## src/rtl/intr_defs.sv

```systemverilog
// intr_defs -- constants shared by the interrupt controller and the CPU
// sequencer: FSM state encodings, default vector table placement and a few
// small helpers used to size and address the vector table.
package intr_defs;

  // Default geometry of the interrupt vector table
  localparam int unsigned N_INTR_DEF     = 8;
  localparam int unsigned ADDR_W_DEF     = 10;
  localparam int unsigned VEC_BASE_DEF   = 32'h35C;
  localparam int unsigned VEC_STRIDE_DEF = 20;

  // Controller state; the CPU sequencer decodes the same encoding
  typedef enum logic {
    ST_IDLE    = 1'b0,
    ST_SERVICE = 1'b1
  } intr_state_e;

  // Width of a line index for n interrupt lines (at least one bit)
  function automatic int unsigned idx_width(input int unsigned n);
    return (n > 1) ? $clog2(n) : 1;
  endfunction

  // Full-width vector address of line idx; callers truncate to ADDR_W
  function automatic logic [31:0] vec_addr(input int unsigned base,
                                           input int unsigned stride,
                                           input int unsigned idx);
    return 32'(base + idx * stride);
  endfunction

endpackage

```

## src/rtl/intr_prio_enc.sv

```systemverilog
// intr_prio_enc -- combinational priority select and vector computation.
// Picks the lowest-index set bit of the eligible vector (bit 0 wins) and
// produces its vector address VEC_BASE + idx*VEC_STRIDE, truncated to ADDR_W.
//
// Ports
//   eligible  in   N_INTR  pending & ~mask
//   sel_any   out  1       at least one eligible line
//   sel_idx   out  IDX_W   index of the selected line (0 when none)
//   sel_vec   out  ADDR_W  vector address of sel_idx
module intr_prio_enc
  import intr_defs::*;
#(
  parameter int unsigned N_INTR     = N_INTR_DEF,
  parameter int unsigned ADDR_W     = ADDR_W_DEF,
  parameter int unsigned VEC_BASE   = VEC_BASE_DEF,
  parameter int unsigned VEC_STRIDE = VEC_STRIDE_DEF,
  parameter int unsigned IDX_W      = idx_width(N_INTR)
) (
  input  logic [N_INTR-1:0] eligible,
  output logic              sel_any,
  output logic [IDX_W-1:0]  sel_idx,
  output logic [ADDR_W-1:0] sel_vec
);

  logic [31:0] vec_full;

  always_comb begin
    sel_any  = 1'b0;
    sel_idx  = '0;
    // Scan from the top down so the last hit, the lowest index, wins
    for (int i = N_INTR - 1; i >= 0; i--) begin
      if (eligible[i]) begin
        sel_any = 1'b1;
        sel_idx = IDX_W'(i);
      end
    end
    vec_full = vec_addr(VEC_BASE, VEC_STRIDE, 32'(sel_idx));
    sel_vec  = vec_full[ADDR_W-1:0];
  end

endmodule

```

## src/rtl/intr_ctrl.sv

```systemverilog
// intr_ctrl -- prioritised interrupt controller with edge-detected requests,
// a mask register, a pending register and a two-state IDLE/SERVICE FSM.
//
// Ports
//   clk           in   1       sole clock, rising edge
//   reset         in   1       synchronous, active-high reset
//   intr_req      in   N_INTR  raw request lines, bit 0 highest priority
//   intr_en       in   1       global enable for presenting to the CPU
//   mask_we       in   1       mask register write strobe
//   mask_in       in   N_INTR  new mask value, 1 = masked
//   intr_ack      in   1       CPU accepts the presented interrupt
//   intr_ret      in   1       CPU return-from-interrupt
//   intr_out      out  1       registered interrupt request to the CPU
//   intr_dir_out  out  ADDR_W  registered vector address (0 when intr_out=0)
//   intr_pending  out  N_INTR  pending register
//   intr_busy     out  1       high while in SERVICE
module intr_ctrl
  import intr_defs::*;
#(
  parameter int unsigned N_INTR     = N_INTR_DEF,
  parameter int unsigned ADDR_W     = ADDR_W_DEF,
  parameter int unsigned VEC_BASE   = VEC_BASE_DEF,
  parameter int unsigned VEC_STRIDE = VEC_STRIDE_DEF
) (
  input  logic              clk,
  input  logic              reset,
  input  logic [N_INTR-1:0] intr_req,
  input  logic              intr_en,
  input  logic              mask_we,
  input  logic [N_INTR-1:0] mask_in,
  input  logic              intr_ack,
  input  logic              intr_ret,
  output logic              intr_out,
  output logic [ADDR_W-1:0] intr_dir_out,
  output logic [N_INTR-1:0] intr_pending,
  output logic              intr_busy
);

  localparam int unsigned IDX_W = idx_width(N_INTR);

  // Elaboration guards: legal line count and a vector table that does not
  // wrap onto itself inside ADDR_W bits
  if (N_INTR < 2 || N_INTR > 32) begin : g_bad_n_intr
    $error("intr_ctrl: N_INTR must be within 2..32");
  end
  if (VEC_STRIDE == 0) begin : g_bad_stride
    $error("intr_ctrl: VEC_STRIDE must be non-zero");
  end
  if (ADDR_W < 32) begin : g_chk_span
    if ((64'(N_INTR - 1) * 64'(VEC_STRIDE)) >= (64'd1 << ADDR_W)) begin : g_bad_span
      $error("intr_ctrl: vector table wraps within ADDR_W bits");
    end
  end

  logic [N_INTR-1:0] req_p0;     // previous sample of intr_req
  logic              armed;      // req_p0 holds a real post-reset sample
  logic [N_INTR-1:0] pending;
  logic [N_INTR-1:0] mask;
  logic [N_INTR-1:0] rise;
  logic [N_INTR-1:0] eligible;
  logic [N_INTR-1:0] ack_clr;
  logic [IDX_W-1:0]  pres_idx;   // line currently shown on intr_dir_out
  logic              sel_any;
  logic [IDX_W-1:0]  sel_idx;
  logic [ADDR_W-1:0] sel_vec;
  logic              take_ack;
  logic              present_n;
  intr_state_e       state;
  intr_state_e       state_n;

  // Edge detection is suppressed for the first cycle after reset so that a
  // line already high at release has to drop and rise again to be seen
  assign rise     = armed ? (intr_req & ~req_p0) : '0;
  assign eligible = pending & ~mask;

  // An ack only counts against a vector actually on the outputs, so a line
  // withdrawn by intr_en or the mask can never be acknowledged stale
  assign take_ack = intr_ack & intr_out;

  intr_prio_enc #(
    .N_INTR    (N_INTR),
    .ADDR_W    (ADDR_W),
    .VEC_BASE  (VEC_BASE),
    .VEC_STRIDE(VEC_STRIDE),
    .IDX_W     (IDX_W)
  ) u_prio_enc (
    .eligible(eligible),
    .sel_any (sel_any),
    .sel_idx (sel_idx),
    .sel_vec (sel_vec)
  );

  always_comb begin
    ack_clr = '0;
    if (take_ack) begin
      ack_clr[pres_idx] = 1'b1;
    end
  end

  always_comb begin
    state_n = state;
    unique case (state)
      ST_IDLE:    if (take_ack) state_n = ST_SERVICE;
      ST_SERVICE: if (intr_ret) state_n = ST_IDLE;
      default:    state_n = ST_IDLE;
    endcase
  end

  // Present only while staying in IDLE; the ack edge and the cycle that
  // leaves SERVICE both leave intr_out low
  assign present_n = (state == ST_IDLE) && !take_ack && intr_en && sel_any;

  always_ff @(posedge clk) begin
    if (reset) begin
      state        <= ST_IDLE;
      req_p0       <= '0;
      armed        <= 1'b0;
      pending      <= '0;
      mask         <= '0;
      pres_idx     <= '0;
      intr_out     <= 1'b0;
      intr_dir_out <= '0;
    end else begin
      state   <= state_n;
      req_p0  <= intr_req;
      armed   <= 1'b1;
      // A new edge on the acknowledged line wins over its clear
      pending <= (pending & ~ack_clr) | rise;
      if (mask_we) begin
        mask <= mask_in;
      end
      intr_out     <= present_n;
      intr_dir_out <= present_n ? sel_vec : '0;
      if (present_n) begin
        pres_idx <= sel_idx;
      end
    end
  end

  assign intr_pending = pending;
  assign intr_busy    = (state == ST_SERVICE);

endmodule
```

## config.mk

```make
export PLATFORM = sky130hd
export DESIGN_NAME = intr_ctrl
export DESIGN_NICKNAME = d
export VERILOG_FILES = /design/src/rtl/intr_defs.sv /design/src/rtl/intr_prio_enc.sv /design/src/rtl/intr_ctrl.sv
export SDC_FILE = /design/constraint.sdc
export NUM_CORES = 1
export LEC_CHECK = 0
export ABC_AREA = 1
export BUFFER_PORTS_ARGS = -buffer_cell sky130_fd_sc_hd__buf_2
export CORE_UTILIZATION = 25
export CTS_BUF_LIST = sky130_fd_sc_hd__clkbuf_8
export CTS_CLUSTER_SIZE = 10
export DETAILED_ROUTE_END_ITERATION = 10
export GPL_TIMING_DRIVEN = 0
export PLACE_DENSITY = 0.55
export SLEW_MARGIN = 20
export SYNTH_ARGS = -nofsm -noshare
export SYNTH_HDL_FRONTEND = slang
export SYNTH_SLANG_ARGS = --single-unit
export TNS_END_PERCENT = 10
```

## constraint.sdc

```tcl
create_clock -name clk -period 3.5 [get_ports clk]
set_input_delay 0.175 -clock clk [delete_from_list [all_inputs] [get_ports clk]]
set_output_delay 0.175 -clock clk [all_outputs]
set_load 0.01 [all_outputs]
```

==> qor.txt, run 1 <==
Max Cap Viol: 0
Clk sinks: 38
Later-pin clock latency in the skew report: 0.29 ns
# Post-CTS Setup Buffers: 0
RePlAce Congestion: 0.768
Synth Warn #: 0
Crit path DAT: 2.42 ns
Clk buf depth: 2
Skew final: 0.00977 ns
H-tree levels: 2
Status: finished clean
Post-synthesis sequential area ratio: 47.6%
Vias: 1,360
Overall power: 1.06 mW
Pin count of the biggest net entering global routing: 14
RSZ-0062 raised after global routing: no
Final HPWL DP: 2580 um
# diodes: 0
Fin area: 2000 um2
1st-iter DRT viols: 30
Setup TNS: 0 ns
GRT Residual Overflow: 0
Post-Place Cell Area: 1890 um2
CP endpoint kind: flip-flop
Critical setup path kind: reg2reg
Drt wl/cell: 9.82 um
Post-DRT Antenna Nets: 0
Post-CTS sizing: 0
Core box area: 6030 um2
Full die area: 6710 um2
Filler Cell Count: 686
Final Hold Fails: 0
PortBufs: 39
Final Max Slew Viols: 0
CP max FO: 4
Nets: 282
Final setup vio count: 0
Synth unique cells: 28
DR pass1 iterations: 4
CTS tree: yes
Netlist Area Pre-Place: 1600 um2
Via/cell ratio: 4.10
CP Launch Type: flip-flop
Root Driver: clkbuf_8
Crit path time final: 2.19 ns
Clock transition at path regs: 0.08 ns
Starting Density: 26.5%
Fin crit share: 62.5%
Placement Rows: 28
Area grow syn2layout: 25.5%
Layout cell share with drive strength beyond 1: 30.7%
Maximum VDD drop: 0.000202 V
# DRC: 0
Final WL: 3260 um
Die height: 81.9 um
IO Pins: 42
Syn avg cell area: 7.64 um2
Initial antenna violation count: 0
Vias in the first global route: 1,209
Yosys reg bits: 38
Total CTS buffers: 5
Worst Path Required: 3.73 ns
Tot GR Track Use: 10.8%
Syn Inst Count: 209
Die width: 81.9 um
Leakage: 0.986 nW
FMAX: 457 MHz
Pwr/cell area: 528 nW/um2
First-pass GRT wire length: 5370 um
Cts hold-fix bufs: 0
HP Class: in2reg
## state kept, by name, indices dropped and copies added, names as in the netlist
signal / flops
req_p0: 8
armed: 1
intr_pending: 8
intr_busy: 1
pres_idx: 3
mask: 8
intr_out: 1
intr_dir_out: 8
## final timing paths
kind            start  cells after the start  slack, ns               to
min reg2reg   mask[5]                      2       0.45          mask[5]
max reg2reg   mask[7]                     19       1.31  intr_dir_out[7]
min          intr_ret                      2       0.07        intr_busy
max           mask[7]                     19       1.31  intr_dir_out[7]
## cells by family after synthesis
kind of cell,Yosys count,synth area share (%)
flops,38,47.6
compound gates,44,14.7
fa+ha+maj,4,3.13
other cells,1,0.235
simple gates,82,24.4
buf+inv,40,9.95
## stage by stage
step | setup slack [ns] | hold WS, ns | std cells | utilization, %
4_1_cts | 1.30 | 0.0527 | 332 | 33.2
2_1_floorplan | 1.47 | 0.279 | 210 | -
3_3_place_gp | 1.36 | 0.365 | 324 | 31.4
6_report | 1.31 | 0.0662 | 332 | 33.2
5_1_grt | 0.981 | 0.0762 | 332 | 33.2
3_5_place_dp | 1.32 | 0.368 | 324 | 31.4
## synth_stat cells
library cell / number / area share [%]
a21boi_0: 1 / 0.47
clkbuf_1: 4 / 0.94
nand3_4: 1 / 1.1
nand3_2: 2 / 1.3
nand2_1: 32 / 7.5
a21oi_1: 20 / 6.3
inv_1: 24 / 5.6
nor3_1: 1 / 0.31
or2_2: 1 / 0.39
inv_2: 9 / 2.1
nor2_4: 1 / 0.71
a211oi_1: 1 / 0.47
nor2_2: 1 / 0.39
ha_1: 4 / 3.1
nor3_2: 1 / 0.63
nand3_1: 2 / 0.63
a21oi_2: 1 / 0.55
dfxtp_1: 38 / 48
buf_2: 1 / 0.31
nor2_1: 29 / 6.8
nand2_4: 1 / 0.71
o21ai_2: 1 / 0.55
o21ai_1: 1 / 0.31
o21ai_0: 18 / 5.6
a31oi_1: 1 / 0.39
nand2_2: 10 / 3.9
buf_4: 2 / 0.94
conb_1: 1 / 0.23
## cells in the final DEF (no fill, tap or decap), types with 4 or more instances in the layout
cell type	Yosys	routed
buf_2	1	40
dfxtp_1	38	38
nand2_1	32	32
nor2_1	29	29
inv_1	24	24
a21oi_1	20	20
o21ai_0	18	18
nand2_2	10	10
inv_2	9	9
clkbuf_8	0	5
clkbuf_1	4	4
ha_1	4	4
## layout make-up
type,instances,area (um2),share of cell area [%]
timing repair buffer,39,195,9.74
clock inverter,3,45.0,2.25
tap,75,93.8,4.68
sequential,38,761,38.0
clock buffer,5,68.8,3.44
buffer,7,35.0,1.75
multi-input combinational,132,681,34.0
inverter,33,124,6.18
## report_power, final
part | leakage [nW] | switching, mW | internal [mW] | total (mW)
clock network | 0.0504 | 0.160 | 0.212 | 0.372
registers | 0.314 | 0.0156 | 0.466 | 0.481
logic | 0.621 | 0.126 | 0.0775 | 0.203
total | 0.986 | 0.302 | 0.755 | 1.06
## critical path: stages, from the launching register on
cell     delay, ns
dfxtp_1       0.40
nor2_1        0.07
nand2_1       0.05
nand2_1       0.04
nand2_1       0.05
nand2_1       0.04
nand2_1       0.06
nand2_2       0.07
nand2_4       0.09
inv_2         0.06
ha_1          0.19
ha_1          0.17
ha_1          0.32
inv_1         0.08
nand2_1       0.06
nor2_1        0.11
nand3_1       0.07
nand2_1       0.06
nor2_1        0.04
nor2_1        0.08
## layer usage
metal  global-route usage, %  share of wire, %
met4                    4.74               2.2
met3                    4.11               6.4
met5                       0                 0
met2                    16.0                42
met1                    13.9                49
Note: power is estimated with default switching activity, not from simulation.
==> run 2, diff against run 1 <==
PLACE_DENSITY = 0.56   (was 0.55)
clock period = 2 ns   (was 3.5 ns; I/O delays follow)
==> qor.txt, run 2 (same netlist as run 1, synthesis figures left out) <==
Status: finished, violations left
Failing checks: setup timing
Maximum VDD drop: 0.000322 V (+59%)
RePlAce Congestion: 0.819 (+6.7%)
Leakage: 1.04 nW (+5.1%)
Final std cells w/o fill: 343 (+3.3%)
Commonest non-fill, non-tap cell in the layout: buf_2
CP endpoint kind: flip-flop
Initial antenna violation count: 0 (unchanged)
# DRC: 0 (unchanged)
Fin area: 2150 um2 (+7.4%)
Final HPWL DP: 2620 um (+1.7%)
Critical path cell sequence: inv_2 -> nor2_1 -> nand2_1 -> nand2_1 -> nand2_1 -> nand2_1 -> nand2_1 -> nand2_2 -> nand2_4 -> inv_4 -> ha_4 -> ha_4 -> ha_4 -> inv_2 -> nand2_2 -> nor2_2 -> nand3_1 -> nand2_1 -> nor2_2 -> nor2_1
Via/cell ratio: 4.11 (+0.42%)
Placed cell count: 324 (unchanged)
Skew final: 0.00751 ns (-0.00226 ns)
Worst Path Required: 2.24 ns (-1.49 ns)
Pin count of the biggest net entering global routing: 14 (unchanged)
Placement Rows: 28 (unchanged)
Final Hold Fails: 0 (unchanged)
Most frequent cells in the layout: 40 x buf_2, 34 x dfxtp_1, 30 x nand2_1, 27 x nor2_1, 22 x inv_1
Max Cap Viol: 0 (unchanged)
Overall power: 1.97 mW (+86%)
Final core occ: 35.7% (+2.5 points)
Total CTS buffers: 5 (unchanged)
CP max FO: 4 (unchanged)
DR pass1 iterations: 4 (unchanged)
# diodes: 0 (unchanged)
CP Launch Type: flip-flop
DP Worst Slack: -0.111 ns (-1.43 ns)
Nets: 293 (+3.9%)
Starting Density: 26.5% (unchanged)
Clock transition at path regs: 0.08 ns (about the same)
Fin crit share: 101% (+38 points)
Post-DRT Antenna Nets: 0 (unchanged)
Die height: 81.9 um (unchanged)
Crit path time final: 2.02 ns (-0.171 ns)
Crit path DAT: 2.26 ns (-0.16 ns)
CP dominant cell by count: nand2_1
Final WL: 3640 um (+11%)
Final setup vio count: 1 (+1)
1st-iter DRT viols: 39 (+30%)
Clk buf depth: 2 (unchanged)
Crit-path slowest cell: dfxtp_2
Critical setup path kind: reg2reg
Vias: 1,411 (+3.8%)
HP Class: in2reg
RSZ-0062 raised after global routing: yes
CTS tree: yes
Core box area: 6030 um2 (unchanged)
Pwr/cell area: 915 nW/um2 (+73%)
Drt wl/cell: 10.6 um (+7.9%)
Die width: 81.9 um (unchanged)
Later-pin clock latency in the skew report: 0.30 ns (about the same)
Final worst slack: -0.0171 ns (-1.33 ns)
Final Max Slew Viols: 0 (unchanged)
PortBufs: 39 (unchanged)
Clk sinks: 38 (unchanged)
IO Pins: 42 (unchanged)
Vias in the first global route: 1,229 (+1.7%)
H-tree levels: 2 (unchanged)
FMAX: 496 MHz (+8.5%)
Layout cell share with drive strength beyond 1: 38.8% (+8.1 points)
Tot GR Track Use: 11.3% (+0.49 points)
Root Driver: clkbuf_8
Full die area: 6710 um2 (unchanged)
Worst path max stage delay: 0.33 ns (-0.07 ns)
First-pass GRT wire length: 5630 um (+4.9%)
Post-Place Cell Area: 1910 um2 (+0.99%)
GRT Residual Overflow: 0 (unchanged)
Area grow syn2layout: 34.8%
==> run 2: worst max-delay path: cells and delay by family, from the launching register on <==
kind | cells | cell delay [ns]
buffers and inverters | 3 | 0.16
and+or+nand+nor | 14 | 0.92
adders and majority gates | 3 | 0.54
DFF | 1 | 0.33
==> run 2: layout make-up <==
cell class	instances	area, um2
plain buffers	7	35.0
clock buffers	5	68.8
clock inverters	3	45.0
fillers	673	3870
inverters	33	126
multi-input cells	132	737
flip-flops and latches	38	766
well taps	75	93.8
repair buffers	50	280
==> run 2: report_power, final <==
| group | switching [mW] | internal [mW] | total [mW] | leakage (nW) |
|---|---|---|---|---|
| Combinational | 0.264 | 0.198 | 0.461 | 0.670 |
| Sequential | 0.0276 | 0.816 | 0.843 | 0.315 |
| Clock | 0.294 | 0.371 | 0.665 | 0.0504 |
==> run 2: what timing repair did <==
action,4_1_cts,5_1_grt
setup buffers,5,5
setup endpoints to repair,2,3
gates resized for setup,9,6
pin swaps,6,10
hold endpoints to repair,1,0
hold buffers,1,0
==> run 2: through the flow <==
step                hold WS [ns]  TNS [ns]
finish                   0.00624   -0.0171
detailed placement         0.292    -0.159
floorplan                  0.204         0
global placement           0.289    -0.121
global route             0.00943    -0.394
CTS                      0.00548         0
==> run 2: metal layers <==
layer	share of wire, %	wire length, um	track usage [%]	vias to the layer above
li1	-	-	-	769
met1	50	1810	15.1	595
met2	42	1540	16.4	40
met3	5.2	189	4.00	7
met4	2.4	86	4.74	0
met5	0	0	0	-
==> run 2: path summary, 6_finish.rpt <==
| check | startpoint | endpoint | slack (ns) | cells after the start |
|---|---|---|---|---|
| worst max-delay path | intr_pending[7] | intr_dir_out[7] | -0.02 | 20 |
| worst min register to register | mask[5] | mask[5] | 0.46 | 2 |
| worst min-delay path | intr_req[4] | req_p0[4] | 0.006 | 3 |
| worst max register to register | intr_pending[7] | intr_dir_out[7] | -0.02 | 20 |
